`src/rtl/div_32bit_seq.sv`:
```
`default_nettype none
// ============================================================================
//  Module   : div_32bit_seq
//  Purpose  : Sequential 32-bit signed restoring divider, one quotient bit
//             per clock. Subtractions and negations use X + ~Y + 1.
//  Revision : 1.0  initial release
// ============================================================================
module div_32bit_seq (
  input  logic        clock,
  input  logic        ctrl_reset,
  input  logic        ctrl_DIV,
  input  logic [31:0] data_operandA,
  input  logic [31:0] data_operandB,
  output logic [31:0] data_result,
  output logic        data_exception,
  output logic        data_resultRDY,
  output logic        busy
);

  typedef enum logic [1:0] {
    S_IDLE = 2'd0,
    S_RUN  = 2'd1,
    S_DONE = 2'd2
  } state_t;

  state_t      r_state;
  state_t      w_next;

  logic [31:0] r_q;       // dividend shifts out of the top, quotient enters at bit 0
  logic [32:0] r_rem;     // 33 bits so a 0x80000000 magnitude never loses its MSB
  logic [31:0] r_absB;
  logic [4:0]  r_cnt;
  logic        r_sA;
  logic        r_sB;
  logic        r_divz;
  logic        r_ovf;

  // Operand magnitudes: one's-complement stage then +1
  logic [31:0] w_invA, w_invB, w_absA, w_absB;
  assign w_invA = ~data_operandA;
  assign w_invB = ~data_operandB;
  assign w_absA = data_operandA[31] ? (w_invA + 32'd1) : data_operandA;
  assign w_absB = data_operandB[31] ? (w_invB + 32'd1) : data_operandB;

  // Shifted remainder and trial subtraction at 33 bits
  logic [32:0] w_rem_sh, w_invD, w_trial;
  assign w_rem_sh = {r_rem[31:0], r_q[31]};
  assign w_invD   = ~{1'b0, r_absB};
  assign w_trial  = w_rem_sh + w_invD + 33'd1;

  // Final sign correction of the magnitude quotient
  logic [31:0] w_invQ, w_signed_q;
  assign w_invQ     = ~r_q;
  assign w_signed_q = (r_sA ^ r_sB) ? (w_invQ + 32'd1) : r_q;

  // State register
  always_ff @(posedge clock or posedge ctrl_reset) begin
    if (ctrl_reset) r_state <= S_IDLE;
    else            r_state <= w_next;
  end

  // Next-state logic; a start pulse wins from every state
  always_comb begin
    w_next = r_state;
    if (ctrl_DIV) begin
      w_next = (data_operandB == 32'd0) ? S_DONE : S_RUN;
    end else begin
      case (r_state)
        S_IDLE:  w_next = S_IDLE;
        S_RUN:   w_next = (r_cnt == 5'd31) ? S_DONE : S_RUN;
        S_DONE:  w_next = S_IDLE;
        default: w_next = S_IDLE;
      endcase
    end
  end

  // Datapath: latch operands on start, otherwise iterate while running
  always_ff @(posedge clock or posedge ctrl_reset) begin
    if (ctrl_reset) begin
      r_q    <= 32'd0;
      r_rem  <= 33'd0;
      r_absB <= 32'd0;
      r_cnt  <= 5'd0;
      r_sA   <= 1'b0;
      r_sB   <= 1'b0;
      r_divz <= 1'b0;
      r_ovf  <= 1'b0;
    end else if (ctrl_DIV) begin
      r_q    <= w_absA;
      r_rem  <= 33'd0;
      r_absB <= w_absB;
      r_cnt  <= 5'd0;
      r_sA   <= data_operandA[31];
      r_sB   <= data_operandB[31];
      r_divz <= (data_operandB == 32'd0);
      r_ovf  <= (data_operandA == 32'h8000_0000) && (data_operandB == 32'hFFFF_FFFF);
    end else if (r_state == S_RUN) begin
      r_cnt <= r_cnt + 5'd1;
      if (!w_trial[32]) begin
        r_rem <= w_trial;
        r_q   <= {r_q[30:0], 1'b1};
      end else begin
        r_rem <= w_rem_sh;
        r_q   <= {r_q[30:0], 1'b0};
      end
    end
  end

  // Registered outputs follow the state one edge later; result captured from DONE
  always_ff @(posedge clock or posedge ctrl_reset) begin
    if (ctrl_reset) begin
      data_result    <= 32'd0;
      data_exception <= 1'b0;
      data_resultRDY <= 1'b0;
      busy           <= 1'b0;
    end else begin
      data_resultRDY <= (r_state == S_DONE);
      busy           <= (r_state == S_RUN);
      if (r_state == S_DONE) begin
        data_result    <= r_divz ? 32'd0 : w_signed_q;
        data_exception <= r_divz | r_ovf;
      end
    end
  end

endmodule
`default_nettype wire
```
`config.mk`:
```
export PLATFORM = sky130hd
export DESIGN_NAME = div_32bit_seq
export DESIGN_NICKNAME = d
export VERILOG_FILES = /design/src/rtl/div_32bit_seq.sv
export SDC_FILE = /design/constraint.sdc
export NUM_CORES = 1
export LEC_CHECK = 0
export ABC_AREA = 0
export CORE_ASPECT_RATIO = 1.75
export CORE_MARGIN = 2
export CORE_UTILIZATION = 35
export CTS_CLUSTER_DIAMETER = 40
export DETAILED_ROUTE_END_ITERATION = 12
export SYNTH_ARGS = -nofsm -noshare
export SYNTH_HDL_FRONTEND = slang
export SYNTH_SLANG_ARGS = --single-unit
```
`constraint.sdc`:
```
create_clock -name clock -period 6.3 [get_ports clock]
set_clock_uncertainty 0.2 [all_clocks]
set_input_delay 1.575 -clock clock [delete_from_list [all_inputs] [get_ports clock]]
set_output_delay 1.575 -clock clock [all_outputs]
set_load 0.1 [all_outputs]
```
==> results.tsv <==
stage	metric	value	unit
clocking	clock sink count	142	
clocking	root buffer cell	clkbuf_16	
sta	fmax	229	MHz
sta	count of final setup violators	0	
detailed_routing	Avg WL per Cell	16.0	um
clocking	Worst-path clk slew	60	ps
sta	min Tclk post-route	4360	ps
pwr	Power Total	3.72	mW
pwr	Cell Int Power	2.29	mW
logic_synthesis	Post-synth EDFFs	0	
sta	Hold Slack	270	ps
detailed_routing	DR iter-0 viols	451	
floorplan	Die Footprint	0.0292	mm^2
sta	RSZ-0062 raised after global routing	false	
setup_path	buffers plus inverters on the worst setup path	3	
setup_path	crit path max-delay cell type	xnor2_2	
setup_path	critical path fanouts, max	16	
setup_path	CP Cell Sequence	inv_1 -> ha_1 -> inv_1 -> fa_1 -> a211oi_1 -> o211ai_1 -> a21oi_1 -> nand3_1 -> a31oi_2 -> xnor2_2 -> buf_4 -> mux2i_1 -> a21oi_1	
detailed_routing	vias	8532	
pwr	Net Switching	1.43	mW
sta	crit share post-route	69.2	%
place	pre-CTS setup slack	1370	ps
setup_path	Top Family by Delay on Critical Path	compound AO/OA/AOI/OAI gates	
sta	Final Max Tran Viols	0	
clocking	CTS buffer count	17	
sta	setup TNS	0	ps
global_route	vias in the first global route	8563	
pwr	Combinational Power Share	41.8	%
logic_synthesis	largest family of logic cells by synthesized area	compound AO/OA/AOI/OAI gates	
detailed_routing	DRC viols	0	
pwr	VDD IR max	220	uV
global_route	wire length of the first global-routing pass	42400	um
clocking	Worst-Skew Late Latency	450	ps
clocking	Clock Path Buffers	2	
logic_synthesis	Unique masters post-synth	65	
global_route	Total Routing Usage GR	18.5	%
logic_synthesis	simple-gate area share of the yosys netlist	17.7	%
logic_synthesis	post-synthesis sequential area ratio	36.5	%
clocking	CTS tree	done	
clocking	hold_buf cts	0	
clocking	Setup Buffers After CTS	0	
place	IO Port Bufs	101	
sta	slew margin rel.	23.8	%
flow_run	max_cap viols	0	
layout	share of cells above drive strength 1	5.28	%
logic_synthesis	Cells after Synth	1168	
place	routability cong.	0.861	
logic_synthesis	Syn Nets	1274	
setup_path	WS Path Type	reg2reg	
logic_synthesis	Async SR Flop Fraction	100	%
floorplan	Ports	102	
clocking	post-cts sizing count	0	
floorplan	DIE WIDTH	130	um
setup_path	max incr delay on CP	460	ps
detailed_routing	Pre-antenna DRT Iters	5	
setup_path	data required time of the worst path	6400	ps
setup_path	worst reg-to-reg path cell count	13	
global_route	largest net degree at the start of global routing	72	
layout	fill cell count	2774	
setup_path	Crit path arrival time	4460	ps
logic_synthesis	Synth Flop Type	dfrtp_1	
logic_synthesis	post-synthesis average cell area	8.34	um^2
place	DP Wirelength	19700	um
clocking	# H-tree levels	4	
global_route	grt ovf	0	
logic_synthesis	Yosys warnings	0	
layout	Area Growth Syn to Fin	19.4	%
logic_synthesis	mux contribution to synthesized area	4.16	%
logic_synthesis	Compound-Gate Fraction of Synth Area	21.4	%
pwr	power per cell area	320	mW/mm^2
logic_synthesis	Post-Synth Adder-Cell Area	5.09	%
sta	final worst slack	1940	ps
logic_synthesis	Synth Register Bits	142	
sta	worst-margin pin slew	1140	ps
global_route	initial antenna violation count	0	
layout	NumNets Final	1342	
pwr	register share of total power	32.2	%
floorplan	die height	225	um
setup_path	crit path launch type	register	
pwr	clock power share	26.0	%
detailed_routing	routed wire length	25900	um
sta	Final Hold Viols	0	
floorplan	Initial Util	35.6	%
min_path	hold path depth	2	
floorplan	Row Count	80	
floorplan	core area	0.0273	mm^2
setup_path	CP Depth	13	
logic_synthesis	Synth Cell Area	0.00974	mm^2
detailed_routing	antenna violation net count after detailed routing	0	
outcome	run status	completed	
logic_synthesis	xor/xnor share of the synthesized area	10.4	%
pwr	Leak	4.93	nW
setup_path	CP endpoint kind	register	
layout	diodes inserted	0	
min_path	Worst Hold Class	reg2reg	
pwr	sw frac	38.5	%
detailed_routing	DR vias/cell	5.27	
## flip-flops by register name, indices dropped and copies added (netlist names)
name            flops
busy                1
data_exception      1
data_result        32
data_resultRDY      1
r_absB             32
r_cnt               5
r_divz              1
r_ovf               1
r_q                32
r_rem              32
r_sA                1
r_sB                1
r_state             2
## logic make-up after synthesis
kind of cell	after synthesis
multiplexers	40
adder cells (fa/ha/maj)	39
flip-flops	142
AND/OR/NAND/NOR	358
buffers and inverters	121
AO/OA/AOI/OAI	353
XOR/XNOR	115
## power by group through the flow
| stage | Sequential [mW] | Clock (mW) | Combinational, mW |
|---|---|---|---|
| 3_5_place_dp | 1.21 | 0 | 1.55 |
| 4_1_cts | 1.20 | 0.989 | 1.56 |
| 3_3_place_gp | 1.21 | 0 | 1.54 |
| 2_1_floorplan | 1.17 | 0 | 1.20 |
| 5_1_grt | 1.22 | 1.02 | 1.75 |
| 6_report | 1.20 | 0.965 | 1.55 |
## path summary, 6_finish.rpt
check                             endpoint            start  slack (ps)
min in group asynchronous           r_q[5]       ctrl_reset        1360
min                        data_result[26]  data_result[26]         270
max                               r_rem[5]          r_q[31]        1940
max in group asynchronous  data_result[31]       ctrl_reset        3470
min reg2reg                data_result[26]  data_result[26]         270
max reg2reg                       r_rem[5]          r_q[31]        1940
## stage by stage
step | instance area [um^2] | instances | utilization [%]
after global placement | 11100 | 1586 | 40.5
after floorplan | 9740 | 1168 | -
after global routing | 11600 | 1618 | 42.5
final | 11600 | 1618 | 42.5
after detailed placement | 11100 | 1586 | 40.5
after CTS | 11600 | 1618 | 42.5
## Yosys cell counts (16+ instances only)
cell      instances  share of area (%)
inv_1            56                2.2
dfrtp_1         142                 36
and3_1           16                1.0
mux2i_1          36                3.7
nor2_1           76                2.9
xnor2_1          50                4.5
o31ai_1          27                2.1
xor2_1           64                5.8
o21ai_0         116                6.0
nand2_1         143                5.5
ha_1             38                4.9
nand3_1          19               0.98
clkbuf_1         58                2.2
o41ai_1          16                1.4
nand4_1          18                1.2
a21oi_1         126                6.5
## layer usage
| metal | global-route usage [%] | part of all wire (%) | routed length (um) | vias to the layer above |
|---|---|---|---|---|
| li1 | - | - | - | 4294 |
| met1 | 18.7 | 36 | 9450 | 4034 |
| met2 | 35.4 | 57 | 14700 | 149 |
| met3 | 3.24 | 2.9 | 751 | 55 |
| met4 | 8.98 | 4.0 | 1040 | 0 |
| met5 | 0 | 0 | 0 | - |
## placed cells by master (no fill, tap or decap), types with 6 or more instances in the layout
cell type,instances
mux2i_1,36
a21oi_1,126
a21o_1,8
xor2_1,64
a211oi_1,8
dfrtp_1,142
o41ai_1,16
or4_1,7
nand2_1,143
nand4_1,18
o211ai_1,6
xnor2_1,49
clkbuf_16,17
inv_1,55
ha_1,38
and2_1,7
nand2b_1,12
a31oi_1,11
nand3_1,19
nor2_1,76
nor3_1,13
buf_4,13
nor4_1,13
o31ai_1,27
clkdlybuf4s50_1,100
and3_1,16
o21ai_0,116
## area by class of cell
class | instances | area [um^2] | area share [%]
clock buffers | 22 | 464 | 3.99
well taps | 369 | 462 | 3.97
inverters | 57 | 219 | 1.88
multi-input cells | 905 | 5740 | 49.4
repair buffers | 113 | 1100 | 9.45
clock inverters | 10 | 87.6 | 0.754
flip-flops and latches | 142 | 3550 | 30.6
## tightest hold or removal path, stage by stage (launching register included)
cell and delay [ps]:
dfrtp_1 340, nand2_1 50, o31ai_1 50
(Power assumes the default switching activity.)
